`src/rtl/rv_regfile_sb.sv`:
```
// Integer register file: two combinational read ports, one write port and a busy-bit scoreboard.
// Define RV_REGFILE_BYPASS_EN to forward same-cycle writeback data onto the read ports.
module rv_regfile_sb #(
    parameter int XLEN  = 32,
    parameter int NREGS = 32,
    localparam int AW   = $clog2(NREGS)
) (
    input  logic            clk,
    input  logic            rst,
    input  logic [AW-1:0]   rs1_addr,
    input  logic [AW-1:0]   rs2_addr,
    output logic [XLEN-1:0] rs1_data,
    output logic [XLEN-1:0] rs2_data,
    output logic            rs1_busy,
    output logic            rs2_busy,
    input  logic            wr_en,
    input  logic [AW-1:0]   wr_addr,
    input  logic [XLEN-1:0] wr_data,
    input  logic            iss_en,
    input  logic [AW-1:0]   iss_rd,
    input  logic            flush,
    output logic            dbl_iss_err
);

    logic [XLEN-1:0]  regs [NREGS];
    logic [NREGS-1:0] busy;
    logic [NREGS-1:0] busy_next;
    logic             wr_live;
    logic             iss_live;

    assign wr_live  = wr_en && (wr_addr != '0);
    assign iss_live = iss_en && (iss_rd != '0);

    // Reservation is applied after the release so a same-edge issue wins over writeback.
    always_comb begin
        busy_next = busy;
        if (flush) begin
            busy_next = '0;
        end else begin
            if (wr_live)  busy_next[wr_addr] = 1'b0;
            if (iss_live) busy_next[iss_rd]  = 1'b1;
        end
        busy_next[0] = 1'b0;
    end

    always_ff @(posedge clk or posedge rst) begin
        if (rst) begin
            for (int i = 0; i < NREGS; i++) regs[i] <= '0;
            busy        <= '0;
            dbl_iss_err <= 1'b0;
        end else begin
            if (wr_live) regs[wr_addr] <= wr_data;
            busy <= busy_next;
            if (!flush && iss_live && busy[iss_rd]) dbl_iss_err <= 1'b1;
        end
    end

    always_comb begin
        rs1_data = regs[rs1_addr];
        rs1_busy = busy[rs1_addr];
        rs2_data = regs[rs2_addr];
        rs2_busy = busy[rs2_addr];
        if (rs1_addr == '0) begin
            rs1_data = '0;
            rs1_busy = 1'b0;
        end
        if (rs2_addr == '0) begin
            rs2_data = '0;
            rs2_busy = 1'b0;
        end
`ifdef RV_REGFILE_BYPASS_EN
        if (wr_live && (rs1_addr == wr_addr)) begin
            rs1_data = wr_data;
            rs1_busy = 1'b0;
        end
        if (wr_live && (rs2_addr == wr_addr)) begin
            rs2_data = wr_data;
            rs2_busy = 1'b0;
        end
`endif
    end

endmodule

```
`config.mk`:
```
export PLATFORM = sky130hd
export DESIGN_NAME = rv_regfile_sb
export DESIGN_NICKNAME = d
export VERILOG_FILES = /design/src/rtl/rv_regfile_sb.sv
export SDC_FILE = /design/constraint.sdc
export NUM_CORES = 2
export LEC_CHECK = 0
export ABC_AREA = 1
export CAP_MARGIN = 20
export CORE_ASPECT_RATIO = 1.4
export CORE_MARGIN = 8
export CORE_UTILIZATION = 25
export CTS_CLUSTER_DIAMETER = 80
export CTS_CLUSTER_SIZE = 40
export DETAILED_ROUTE_END_ITERATION = 8
export PLACE_DENSITY_LB_ADDON = 0.1
export SLEW_MARGIN = 0
export SYNTH_ARGS = -nofsm -noshare
export SYNTH_HDL_FRONTEND = slang
export SYNTH_SLANG_ARGS = --single-unit
```
`constraint.sdc`:
```
create_clock -name clk -period 56.8 [get_ports clk]
set_input_delay 11.36 -clock clk [delete_from_list [all_inputs] [get_ports clk]]
set_output_delay 11.36 -clock clk [all_outputs]
set_load 0.1 [all_outputs]
```
==> metrics <==
worst slack at placement 27.36 ns; maximum clock skew at final layout 0.00874 ns; clk root buf clkbuf_16; total gr overflow 0; sequential fraction of the synthesis area 44.6%; Port-buffer cells 123; max capacitance violation total 0; DR pass1 iterations 6; WHS 0.410 ns; vias in the first global route 56900; post-CTS setup buffer count 0; global-route usage over all layers 23.3%; Pwr Total 2150 uW; Antenna Nets Post-Route 0; Final period util 51.8%; latest clock arrival within the worst-skew pair 0.71 ns; Final Critical Period 29.43 ns; Die X 427 um; die height 592 um; internal power 1340 uW; CP required 45.44 ns; RSZ-0062 raised after global routing no; RR Endpoint dbl_iss_err; Worst Path Max Fanout 92; CP Class primary input to primary output; Core Area 0.236 mm2; Clk pwr share 28.9%; Tightest Pin Transition 1.19 ns; fillcell total 25900; R2R setup slack 55.54 ns; Num CTS Buffers 69; cells on worst reg2reg path 10; clk sinks 1056; Gate Count Post-Synth 8715; Netlist cell types 27; leading cell types in the layout, fill and taps excluded nand2_1 (3331), nand3_1 (1421), dfrtp_1 (1056), o21ai_0 (800), nor2_1 (591); Mapped Area 0.0592 mm2; Critical Path Start Type primary input; Comb pwr share 23.8%; switching part of the total 37.4%; nets 8315; clk buf depth 3; hold buffers post-CTS 0; routed via count 59000; Power Dens Cells 32.9 mW/mm2; Compound-Gate Fraction of Synth Area 11.3%; row count 211; CTS tree done; endpoints failing hold 0; area grow syn2layout 10.2%; Clock transition at path regs 0.09 ns; wirelength, routed 303 mm; WP data arrival 18.07 ns; Placer Congestion 0.797; Switch Pwr 803 uW; multiplexer share of the synthesized area 0%; Reg power frac 47.2%; Yosys reg bits 1056; die area 0.253 mm2; Finish-stage setup viols 0; setup slack after layout 27.37 ns; first-pass GRT wire length 433 mm; Max Fclk 34.0 MHz; HPWL Detailed 171 mm; leakage 0.0297 uW; Hold/Removal Path Class flop to flop; Final Max Slew Viols 0; synthesized area per cell 6.79 um2; H-tree Lvls 3; hold_sp regs[997]; Worst Hold End regs[997]; crit path capture type primary output; # IOs 124; largest family of logic cells by synthesized area simple AND/OR/NAND/NOR gates; ratio of cells with drive above 1 in the final layout 4.15%; post-CTS sizing 0; slew margin rel. 20.5%; Synth Area in XOR/XNOR 0%; commonest non-fill, non-tap cell in the layout nand2_1; Simple-Gate Fraction of Synth Area 37.6%; initial antenna violation count 22; Initial Util 25.1%; Post-Synth Adder-Cell Area 0%; status complete, no violations; Via density 5.17; VDD IR max 0.0211 mV; syn nets 8772; Yosys warnings 0; Min-Delay Path Depth 0; WL per Instance 26.5 um; Sum Neg Setup Slack 0 ns; reg2reg start busy[15]; DR iter-0 viols 5982; Post-route DRC 0; largest net degree at the start of global routing 150
==> synthesized netlist by cell type <==
| library cell | n | area [um2] |
|---|---|---|
| o211ai_1 | 6 | 45.0 |
| nor4_2 | 1 | 12.5 |
| o21ai_2 | 1 | 8.76 |
| nor4_1 | 1 | 6.26 |
| inv_1 | 121 | 454 |
| nand3_1 | 1431 | 7160 |
| inv_4 | 1 | 6.26 |
| buf_1 | 55 | 206 |
| nor2_1 | 592 | 2220 |
| clkinv_1 | 4 | 15.0 |
| a21oi_1 | 499 | 2500 |
| buf_4 | 9 | 67.6 |
| o21ai_1 | 25 | 125 |
| buf_2 | 250 | 1250 |
| nand4_1 | 1 | 6.26 |
| nor2_4 | 9 | 101 |
| nor2_8 | 3 | 60.1 |
| clkbuf_1 | 483 | 1810 |
| nor3_1 | 12 | 60.1 |
| nand2_4 | 5 | 56.3 |
| inv_2 | 7 | 26.3 |
| dfrtp_1 | 1056 | 26400 |
| nand2_1 | 3339 | 12500 |
| nor3_2 | 1 | 10.0 |
| nand2_2 | 1 | 6.26 |
| o21ai_0 | 800 | 4000 |
| clkbuf_2 | 2 | 10.0 |
==> cell families after synthesis <==
logic type             Yosys count
AND/OR/NAND/NOR               5396
AO/OA/AOI/OAI                 1331
flip-flops                    1056
buffers and inverters          932
==> state kept, by name (all words and copies together), names as in the netlist <==
name         flops
dbl_iss_err      1
regs          1024
busy            31
==> worst max-delay path, cell delays in order <==
cell and delay, ns:
buf_8 0.27, inv_8 0.48, buf_4 0.69, buf_4 0.76, buf_4 0.78, buf_4 0.87
nand2_1 0.13, nand3_1 0.11, nand3_1 0.09, nand2_1 0.10, nand2_1 0.05, nand3_1 0.12
nand2_1 0.05, nor2_1 0.69, clkdlybuf4s50_1 1.29
==> power groups by stage <==
stage / Clock, uW / Sequential [uW] / Combinational, uW
finish: 622 / 1010 / 512
global route: 665 / 1030 / 580
CTS: 646 / 1010 / 515
detailed placement: 0 / 1030 / 514
global placement: 0 / 1020 / 508
floorplan: 0 / 997 / 372
==> cell type report <==
type	instances	area, um2	area share (%)
multi-input combinational	6727	29100	44.6
tap	3088	3860	5.92
timing repair buffer	271	2680	4.11
inverter	133	566	0.867
clock inverter	52	726	1.11
antenna	8	20.0	0.0307
sequential	1056	26400	40.5
clock buffer	76	1850	2.83
==> metrics by stage <==
stage	cells	utilization, %	cell area [um2]
6_report	11400	27.7	65200
5_1_grt	11400	27.7	65200
4_1_cts	11400	27.6	65000
3_5_place_dp	11300	26.5	62500
3_3_place_gp	11300	26.4	62400
2_1_floorplan	8715	-	59200
==> how the worst max path moves through the flow <==
stage,start,endpoint,slack [ns],depth (start not counted)
global route,rs2_addr[0],rs2_data[21],27.19,15
detailed placement,rs2_addr[0],rs2_data[28],27.36,15
global placement,rs2_addr[0],rs2_data[28],27.34,15
finish,rs2_addr[0],rs2_data[28],27.37,15
CTS,rs2_addr[0],rs2_data[28],27.33,15
floorplan,rst,busy[10],15.72,1
==> layer usage <==
metal  up-vias  share of wire [%]  track usage [%]
li1      27300                  -                -
met1     29200                 43             30.3
met2      2022                 48             40.1
met3       376                5.2             2.51
met4         4                3.5             7.75
met5         -             0.0089                0
No activity file was read; power rests on OpenSTA's default activity.
